File: src/rtl/route_decoder.sv
// route_decoder
// Clocked 1-of-2 quadtree routing decoder for the NoC. A packet accepted on
// the valid/ready input is parked in a single holding register, its output
// port is decided from the destination address field, and it is then pushed
// into one of two circular-buffer FIFOs that feed the downstream ports.
//
// Routing:
//   LEAF = 0 : port = A[ADDR_W-1-LEVEL]
//   LEAF = 1 : port = ((A & MASK) == NODE_ADDR) ? 0 : 1, MASK = LEVEL MSB ones
//
// Optional build macro ROUTE_DECODER_STATS_EN adds saturating 16-bit
// per-port dispatch counters on ports cnt0/cnt1. Routing is unaffected.
module route_decoder #(
   parameter int                DATA_W    = 9,
   parameter int                ADDR_W    = 4,
   parameter int                LEVEL     = 0,
   parameter int                LEAF      = 0,
   parameter logic [ADDR_W-1:0] NODE_ADDR = '0,
   parameter int                DEPTH     = 2
) (
   input  logic              clk,
   input  logic              reset,
   input  logic              in_valid,
   output logic              in_ready,
   input  logic [DATA_W-1:0] in_data,
   output logic              out0_valid,
   input  logic              out0_ready,
   output logic [DATA_W-1:0] out0_data,
   output logic              out1_valid,
   input  logic              out1_ready,
   output logic [DATA_W-1:0] out1_data,
   output logic              sel_valid,
   output logic              sel
`ifdef ROUTE_DECODER_STATS_EN
   ,
   output logic [15:0]       cnt0,
   output logic [15:0]       cnt1
`endif
);

   localparam int                PTR_W      = $clog2(DEPTH);
   localparam logic [PTR_W:0]    FULL_COUNT = (PTR_W+1)'(DEPTH);
   localparam logic [PTR_W:0]    CNT_ONE    = (PTR_W+1)'(1);
   localparam logic [PTR_W-1:0]  PTR_ONE    = PTR_W'(1);
   localparam logic [ADDR_W-1:0] LEAF_MASK  = ~({ADDR_W{1'b1}} >> LEVEL);

   logic [ADDR_W-1:0] w_addr;
   logic              w_inPort;
   logic              w_accept;
   logic              w_dispatch;
   logic [1:0]        w_outReady;
   logic [1:0]        w_outValid;
   logic [1:0]        w_pop;
   logic [1:0]        w_push;
   logic [1:0]        w_space;

   logic              r_holdValid;
   logic [DATA_W-1:0] r_holdData;
   logic              r_holdPort;

   logic [DATA_W-1:0] r_mem   [2][DEPTH];
   logic [PTR_W-1:0]  r_wrPtr [2];
   logic [PTR_W-1:0]  r_rdPtr [2];
   logic [PTR_W:0]    r_count [2];

   // Decide the destination port of the packet currently on the input bus.
   // Only the address field matters; the payload bits below it never steer.
   always_comb begin
      w_addr = in_data[DATA_W-1 -: ADDR_W];
      if (LEAF != 0) begin
         w_inPort = ((w_addr & LEAF_MASK) == NODE_ADDR) ? 1'b0 : 1'b1;
      end else begin
         w_inPort = w_addr[ADDR_W-1-LEVEL];
      end
   end

   // FIFO status. A full FIFO still has room when it is being popped in the
   // same cycle, which is what keeps a saturated port at one packet per cycle.
   assign w_outReady    = {out1_ready, out0_ready};
   assign w_outValid[0] = (r_count[0] != '0);
   assign w_outValid[1] = (r_count[1] != '0);
   assign w_pop[0]      = w_outValid[0] && w_outReady[0];
   assign w_pop[1]      = w_outValid[1] && w_outReady[1];
   assign w_space[0]    = (r_count[0] != FULL_COUNT) || w_pop[0];
   assign w_space[1]    = (r_count[1] != FULL_COUNT) || w_pop[1];

   // Dispatch only looks at the held packet's own port, so a blocked packet
   // stalls the input even when the other port has room (head-of-line).
   always_comb begin
      w_dispatch = r_holdValid && w_space[r_holdPort];
      w_push     = 2'b00;
      if (w_dispatch) begin
         w_push[r_holdPort] = 1'b1;
      end
   end

   // The input is ready when the hold register is empty or is emptying now;
   // this never looks at in_valid or in_data.
   assign in_ready = !r_holdValid || w_dispatch;
   assign w_accept = in_valid && in_ready;

   assign sel_valid  = w_dispatch;
   assign sel        = w_dispatch & r_holdPort;
   assign out0_valid = w_outValid[0];
   assign out1_valid = w_outValid[1];
   assign out0_data  = r_mem[0][r_rdPtr[0]];
   assign out1_data  = r_mem[1][r_rdPtr[1]];

   // Holding register: a new accept overwrites it (reload on dispatch),
   // otherwise a dispatch simply empties it.
   always_ff @(posedge clk or posedge reset) begin
      if (reset) begin
         r_holdValid <= 1'b0;
         r_holdData  <= '0;
         r_holdPort  <= 1'b0;
      end else if (w_accept) begin
         r_holdValid <= 1'b1;
         r_holdData  <= in_data;
         r_holdPort  <= w_inPort;
      end else if (w_dispatch) begin
         r_holdValid <= 1'b0;
      end
   end

   // Two circular buffers. Pointers wrap naturally because DEPTH is a power
   // of two; simultaneous push and pop leave the occupancy unchanged.
   always_ff @(posedge clk or posedge reset) begin
      if (reset) begin
         for (int p = 0; p < 2; p++) begin
            r_wrPtr[p] <= '0;
            r_rdPtr[p] <= '0;
            r_count[p] <= '0;
            for (int i = 0; i < DEPTH; i++) begin
               r_mem[p][i] <= '0;
            end
         end
      end else begin
         for (int p = 0; p < 2; p++) begin
            if (w_push[p]) begin
               r_mem[p][r_wrPtr[p]] <= r_holdData;
               r_wrPtr[p]           <= r_wrPtr[p] + PTR_ONE;
            end
            if (w_pop[p]) begin
               r_rdPtr[p] <= r_rdPtr[p] + PTR_ONE;
            end
            if (w_push[p] && !w_pop[p]) begin
               r_count[p] <= r_count[p] + CNT_ONE;
            end else if (!w_push[p] && w_pop[p]) begin
               r_count[p] <= r_count[p] - CNT_ONE;
            end
         end
      end
   end

`ifdef ROUTE_DECODER_STATS_EN
   logic [15:0] r_cnt0;
   logic [15:0] r_cnt1;

   // Per-port dispatch counters; they stick at all-ones instead of wrapping.
   always_ff @(posedge clk or posedge reset) begin
      if (reset) begin
         r_cnt0 <= 16'h0000;
         r_cnt1 <= 16'h0000;
      end else begin
         if (w_push[0] && (r_cnt0 != 16'hFFFF)) begin
            r_cnt0 <= r_cnt0 + 16'd1;
         end
         if (w_push[1] && (r_cnt1 != 16'hFFFF)) begin
            r_cnt1 <= r_cnt1 + 16'd1;
         end
      end
   end

   assign cnt0 = r_cnt0;
   assign cnt1 = r_cnt1;
`endif

endmodule

File: config.mk
export PLATFORM = sky130hd
export DESIGN_NAME = route_decoder
export DESIGN_NICKNAME = d
export VERILOG_FILES = /design/src/rtl/route_decoder.sv
export SDC_FILE = /design/constraint.sdc
export NUM_CORES = 1
export LEC_CHECK = 0
export ABC_AREA = 1
export CAP_MARGIN = 20
export CELL_PAD_IN_SITES_DETAIL_PLACEMENT = 1
export CELL_PAD_IN_SITES_GLOBAL_PLACEMENT = 1
export CORE_MARGIN = 4
export CORE_UTILIZATION = 43
export DETAILED_ROUTE_END_ITERATION = 6
export PLACE_DENSITY = 0.94
export SLEW_MARGIN = 30
export SYNTH_ARGS = -nofsm -noshare
export SYNTH_HDL_FRONTEND = slang
export SYNTH_SLANG_ARGS = --single-unit
File: constraint.sdc
create_clock -name clk -period 3.6 [get_ports clk]
set_input_delay 0.72 -clock clk [delete_from_list [all_inputs] [get_ports clk]]
set_output_delay 0.72 -clock clk [all_outputs]
set_load 0.05 [all_outputs]
# Word level (Yosys, flattened, before mapping)
# Cells that the tools add are included.
[word_totals] regBits=55 out_inout_bits=23 in_bits=14 wordCells=83
[op_classes] bitwise=5 order_cmp=8 add_sub_neg=8 mux=23 eq_ne=2 reduce_logical=24
[op_table] op="9-bit two-way mux" n=8
[op_table] op="18-bit bitwise mux" n=2
[op_table] op="9-bit demux with 1-bit select" n=2
[op_table] op="1-bit logical AND" n=11
[op_table] op="2-bit two-way mux" n=5
[op_table] op="2-bit nonzero test" n=5
[op_table] op="2-bit greater-or-equal comparator, second input constant" n=4
[op_table] op="1-bit inverter with 2-bit output" n=4
[op_table] op="1-bit zero test" n=5
[op_table] op="1-bit two-way mux" n=5
[op_table] op="1-bit adder, second input constant" n=4
[op_table] op="2-bit by 1-bit adder with 2-bit output, second input constant" n=2
[op_table] op="2-bit by 1-bit < comparator with 1-bit output, second input constant" n=2
[op_table] op="2-bit inequality test, second input constant" n=2
[op_table] op="2-bit by 1-bit subtractor with 2-bit output, second input constant" n=2
[op_table] op="1-bit logical OR" n=3
[op_table] op="1-bit by 2-bit < comparator with 1-bit output, second input constant" n=1
[op_table] op="1-bit AND" n=1
[op_table] op="1-bit demux with 1-bit select" n=1
[op_table] op="1-bit greater-or-equal comparator, second input constant" n=1

# Logic depth before layout (Yosys ltp)
# Gate-level depths: netlist (run 1).
[logic_depth] word_depth=11 mapped_depth=10 ltp_nobuf=9

# Least setup slack after synthesis (run 1)
# OpenSTA, ideal clock, no wires.
[synth_path] kind="register -> output" startpoint="reg r_rdPtr[0] (netlist name)" endpoint="out out1_data[7]" stages_incl_launch_ff=4 arrival_ns=1.838 required_time_ns=2.880 path_buffers=2 setup_slack_ns=1.042 path_cell_list="dfrtp_1 -> clkbuf_1 -> clkbuf_1 -> o21ai_0"
[synth_between] elab_chain_len=4
[synth_lines] item="start: declaration" line="63" rtl="logic [PTR_W-1:0] r_rdPtr [2];"
[synth_lines] item="start signal: indexed assignment" line="144" rtl="r_rdPtr[p] <= r_rdPtr[p] + PTR_ONE;"
[synth_lines] item="1-bit inverter with 2-bit output (not written as such)" line="107" rtl="assign out1_data = r_mem[1][r_rdPtr[1]];"
[synth_lines] item="9-bit two-way mux (not written as such) (3 in a row)" line="107"
[synth_lines] item="end: declaration" line="31" rtl="output logic [DATA_W-1:0] out1_data,"
# No other way between the ends. The select of a mux whose other input is x is not followed.

# Final worst setup path (run 1)
[layout_path] startpoint="in out0_ready" endpoint="out sel_valid"
[layout_between] elab_chain_len=5
[layout_lines] item="start: declaration" line="27" rtl="input logic out0_ready,"
[layout_lines] item="1-bit logical AND" line="82" rtl="assign w_pop[0] = w_outValid[0] && w_outReady[0];"
[layout_lines] item="1-bit logical OR" line="84" rtl="assign w_space[0] = (r_count[0] != FULL_COUNT) || w_pop[0];"
[layout_lines] item="1-bit two-way mux (not written as such) (2 in a row)" line="90" rtl="w_dispatch = r_holdValid && w_space[r_holdPort];"
[layout_lines] item="1-bit logical AND" line="90"
[layout_lines] item="end: declaration" line="32" rtl="output logic sel_valid,"
# No other way between the ends. The select of a mux whose other input is x is not followed.

==> metrics.md, run 1 <==
| Metric | Value |
|---|---|
| Worst slack, placed | 509 ps |
| Initial antenna violation count | 0 |
| Initial core utilization | 44.9% |
| Drt first pass iters | 4 |
| Synth Instances | 301 |
| Core ar. | 5570 sq um |
| Vias per inst | 4.98 |
| Overflow after GRT | 0 |
| Worst slew pin tran | 670 ps |
| RSZ-0062 raised after global routing | false |
| Die Ht | 84.3 microns |
| Post-CTS Setup Bufs | 0 |
| Worst endpoint required time | 2880 ps |
| # diodes | 0 |
| Min Tclk post-route | 3090 ps |
| Clock Skew | 4.93 ps |
| Async SR Flop Fraction | 100% |
| CTS Buf Count | 5 |
| Global-route wire length before repair | 10800 microns |
| Met1 track demand over resource | 23.7% |
| Synth Cell Area | 2500 sq um |
| Power Density | 967 nW/um^2 |
| Clk slew on worst S/H paths | 90 ps |
| Port bufs | 36 |
| M3 GR Usage | 3.53% |
| Total GRT Usage | 18.9% |
| CTS-repair resized insts | 0 |
| CTS max path bufs | 2 |
| Layout cells sized above 1 | 6.23% |
| Ys flop type | dfrtp_1 |
| Final worst setup slack | 509 ps |
| DIE WIDTH | 84.3 microns |
| Achievable frequency | 323 MHz |
| VDD IR-drop max | 0.492 mV |
| Hold Path Class | register to register |
| CP Class | input pin to output pin |
| Nets | 352 |
| Leakage | 1.53 nW |
| Max Fanout on Critical Path | 3 |
| Headroom to the max-slew limit | 55.2% |
| Gr busiest metal | met2 |
| Via Count | 2035 |
| WL per Instance | 15.1 microns |
| Total clock sinks | 54 |
| Max cap viols | 0 |
| GP Congestion | 0.774 |
| Hold Violations, Final | 0 |
| CTS Hold Bufs | 0 |
| # rows | 27 |
| Outcome | completed |
| Critical path data arrival time | 2370 ps |
| Routed WL | 6200 microns |
| DRT antenna net count | 0 |
| DRC violations left | 0 |
| CP Capture Type | output pin |
| Iteration-0 DRC Markers | 105 |
| Total negative slack | 0 ps |
| TritonCTS clock tree | done |
| Yosys cell types | 24 |
| Count of final setup violators | 0 |
| Met2 GRT Util | 33.5% |
| Final slew viol count | 0 |
| Synth Net Count | 317 |
| Die area | 7100 sq um |
| H-tree Lvls | 2 |
| Vias in the first global route | 2206 |
| Top Ports | 37 |
| Clock Latency Late Sink | 310 ps |
| Synth-to-Final Area Change | 20.7% |
| Synth warnings | 0 |
| Largest net degree at the start of global routing | 33 |
| Seq cells post-synth | 54 |
| Post-synthesis sequential area ratio | 54.0% |
| Root buf cell | clkbuf_8 |
| # fillers | 689 |
| HPWL Detailed | 4460 microns |
| Crit share post-route | 85.9% |
| Post-synth EDFFs | 0 |
| Critical path startpoint category | input pin |
| Mapped Avg Cell Area | 8.31 sq um |
path summary, 6_finish.rpt:
| kind | startpoint | to | slack [ps] | cells past startpoint |
|---|---|---|---|---|
| max in group asynchronous | reset | r_mem[32]$_DFFE_PP0P_ | 2000 | 3 |
| min in group asynchronous | reset | r_mem[15]$_DFFE_PP0P_ | 820 | 2 |
| setup reg to reg | r_wrPtr[0]$_DFFE_PP0P_ | r_mem[4]$_DFFE_PP0P_ | 1750 | 4 |
| hold / removal | r_mem[26]$_DFFE_PP0P_ | r_mem[26]$_DFFE_PP0P_ | 480 | 2 |
| setup / recovery | out0_ready | sel_valid | 510 | 6 |
| hold reg to reg | r_mem[26]$_DFFE_PP0P_ | r_mem[26]$_DFFE_PP0P_ | 480 | 2 |
where the power goes:
part | internal, mW | switching, mW | leakage, nW
Clock | 0.156 | 0.195 | 0.0482
Sequential | 0.842 | 0.217 | 0.662
Combinational | 0.506 | 1.00 | 0.823
layer usage:
layer,share of wire (%),vias to the layer above
li1,-,985
met1,44,1009
met2,52,32
met3,2.9,9
met4,1.2,0
met5,0,-
sequential cells by signal (all words and copies together) (netlist names):
name / count
r_wrPtr: 2
r_count: 4
r_holdValid: 1
r_mem: 36
r_rdPtr: 2
r_holdData: 9
placed cells by master, fill, tap and decap left out:
master / n
inv_1: 40
nor2_4: 2
clkbuf_8: 6
clkbuf_1: 1
nor2_1: 3
a21oi_1: 2
xor2_1: 3
clkinv_1: 1
nand4_2: 1
nand3_1: 10
nand2_2: 1
dfrtp_1: 54
clkinv_2: 1
o21ai_0: 27
buf_12: 1
nand4_1: 1
nand2_1: 118
nand3_2: 1
buf_4: 3
clkdlybuf4s50_1: 34
inv_2: 3
ha_1: 2
o21bai_1: 17
nor2_8: 1
xnor2_1: 3
nor2_2: 1
worst max-delay path, stage by stage:
cell and delay [ps]:
clkdlybuf4s50_1 500, nor2_1 60, nand2_1 120, nand2_1 80, nor2_1 90, clkdlybuf4s50_1 800
metrics by stage:
step	hold slack (ps)	utilization, %	cells	area [sq um]	total power [mW]
after global routing	508	54.2	409	3020	3.13
final	477	54.2	409	3020	2.92
after floorplan	418	-	301	2500	2.09
after global placement	427	52.5	401	2930	2.52
after CTS	481	54.2	409	3020	2.95
after detailed placement	458	52.5	401	2930	2.59
cell usage after synthesis, types with 3 or more instances:
library cell,count,share of area (%)
nand2_1,118,18
dfrtp_1,54,54
inv_1,41,6.2
o21ai_0,27,5.4
o21bai_1,17,5.1
nand3_1,10,2.0
clkbuf_1,4,0.60
nor2_1,3,0.45
xnor2_1,3,1.1
xor2_1,3,1.1
area by class of cell:
class,count,area [sq um],area share [%]
Timing Repair Buffer,38,383,12.7
Tap cell,72,90.1,2.98
Sequential cell,54,1350,44.8
Clock inverter,1,5.00,0.166
Inverter,44,165,5.47
Clock buffer,7,86.3,2.86
Multi-Input combinational cell,193,938,31.1
cells by family after synthesis:
family	synth area share, %
AOI/OAI and AO/OA	10.9
buffers and inverters	8.50
and+or+nand+nor	23.5
DFF	54.0
xor gates and xnor gates	2.10
adders and majority gates	1.00
(Power assumes the default switching activity.)
==> inputs of run 2 (changes only) <==
CORE_MARGIN = not set   (was 4)
==> run 2 against run 1 <==
Net effect:
- sequential power hardly changed
- worst hold slack lost 4.8 ps
- die area shrank 14%
- register-to-register slack lost 20 ps
- first-iteration DRC count decreased by 0.95%
- critical endpoint unchanged
==> metrics.md, run 2 (synthesis results as in run 1) <==
| Metric | Value |
|---|---|
| Outcome | completed |
| Final slew viol count | 0 |
| Critical path startpoint category | input pin |
| Top Ports | 37 |
| CTS Buf Count | 5 |
| Critical path data arrival time | 2340 ps |
| # diodes | 0 |
| Hold Path Class | register to register |
| Leakage | 1.54 nW |
| DRT antenna net count | 0 |
| Max cap viols | 0 |
| Post-layout util | 54.5% |
| CP Capture Type | output pin |
| HPWL Detailed | 4140 microns |
| Biggest regs | r_mem (36), r_holdData (9), r_count (4) |
| Commonest non-fill, non-tap cells in the layout | nand2_1, dfrtp_1, inv_1 |
| GP Congestion | 0.753 |
| Hold Violations, Final | 0 |
| Multi-input gate area | 938 sq um |
| Max Fanout on Critical Path | 3 |
| Headroom to the max-slew limit | 62.5% |
| # fillers | 681 |
| Vias per inst | 4.99 |
| Synth-to-Final Area Change | 21.5% |
| Layout cells sized above 1 | 6.25% |
| VDD IR-drop max | 0.466 mV |
| RSZ-0062 raised after global routing | false |
| Iteration-0 DRC Markers | 104 |
| Die Ht | 78.3 microns |
| Port bufs | 36 |
| Die area | 6130 sq um |
| Drt first pass iters | 4 |
| Worst endpoint required time | 2880 ps |
| Root buf cell | clkbuf_8 |
| Global-route wire length before repair | 10300 microns |
| Largest stage delay, worst path | 800 ps |
| Via Count | 2035 |
| # rows | 27 |
| Clock Skew | 5.62 ps |
| Achievable frequency | 326 MHz |
| Most common cell after layout, fill and taps aside | nand2_1 |
| Gr busiest metal | met2 |
| CTS max path bufs | 2 |
| Overflow after GRT | 0 |
| Power Density | 981 nW/um^2 |
| CP Class | input pin to output pin |
| Vias in the first global route | 2192 |
| Clock Latency Late Sink | 300 ps |
| CTS Hold Bufs | 0 |
| Register area | 1350 sq um |
| TritonCTS clock tree | done |
| Met2 GRT Util | 39.1% |
| Worst slew pin tran | 563 ps |
| CTS-repair resized insts | 0 |
| Largest net degree at the start of global routing | 38 |
| Post-CTS Setup Bufs | 0 |
| Initial antenna violation count | 0 |
| Total clock sinks | 54 |
| Routed WL | 5920 microns |
| H-tree Lvls | 2 |
| Clk slew on worst S/H paths | 90 ps |
| Count of final setup violators | 0 |
| Nets | 352 |
| M3 GR Usage | 3.60% |
| Total negative slack | 0 ps |
| DIE WIDTH | 78.3 microns |
| Min Tclk post-route | 3060 ps |
| Biggest register | r_mem |
| Core ar. | 5570 sq um |
| Initial core utilization | 44.9% |
| Placed cells | 401 |
| Total GRT Usage | 21.7% |
| WL per Instance | 14.5 microns |
| Met1 track demand over resource | 26.4% |
| Slowest library cell on the worst path | clkdlybuf4s50_1 |
| Critical path, cell by cell | clkdlybuf4s50_1 > nor2_1 > nand2_1 > nand2_1 > nor2_1 > clkdlybuf4s50_1 |
| Largest register FFs | 36 |
| Fin cells | 408 |
| Crit share post-route | 85.1% |
| DRC violations left | 0 |
run 2: metrics by stage:
stage	hold slack (ps)	total power, mW	setup slack [ps]	area, sq um
2_1_floorplan	418	2.09	1040	2500
3_3_place_gp	427	2.51	552	2930
3_5_place_dp	456	2.57	521	2930
4_1_cts	480	3.01	517	3040
5_1_grt	495	3.17	466	3040
6_report	472	2.98	537	3040
run 2: final cells by class:
| class | instances | area share (%) |
|---|---|---|
| flip-flops and latches | 54 | 44.4 |
| multi-input cells | 193 | 30.9 |
| repair buffers | 38 | 12.6 |
| inverters | 44 | 5.43 |
| well taps | 72 | 2.96 |
| clock buffers | 6 | 2.72 |
| clock inverters | 1 | 0.988 |
run 2: final timing paths:
path	start	to	slack [ps]	cells after the start
setup / recovery	out0_ready	sel_valid	540	6
max in group asynchronous	reset	r_mem[17]$_DFFE_PP0P_	2090	3
min in group asynchronous	reset	r_count[1]$_DFFE_PP0P_	700	2
hold reg to reg	r_mem[17]$_DFFE_PP0P_	r_mem[17]$_DFFE_PP0P_	470	2
setup reg to reg	r_wrPtr[0]$_DFFE_PP0P_	r_mem[2]$_DFFE_PP0P_	1730	4
hold / removal	r_mem[17]$_DFFE_PP0P_	r_mem[17]$_DFFE_PP0P_	470	2
run 2: metal layers:
metal  up-vias  share of wire (%)
met4         0                1.4
met1      1012                 42
met3         8                2.7
met5         -                  0
li1        983                  -
met2        32                 54
run 2: worst max-delay path, delay by kind of cell:
family        cells  cell delay (ps)
buf+inv           2             1300
simple gates      4              330
run 2: where the power goes:
group | switching (mW) | leakage, nW | internal, mW
logic | 1.01 | 0.823 | 0.507
registers | 0.215 | 0.662 | 0.842
clock network | 0.191 | 0.0573 | 0.223
total | 1.41 | 1.54 | 1.57
==> inputs of run 3 (changes only) <==
SLEW_MARGIN = 40   (was 30)
==> results of run 3 <==
No change in the layout: final DEF, timing and power equal those of run 2.
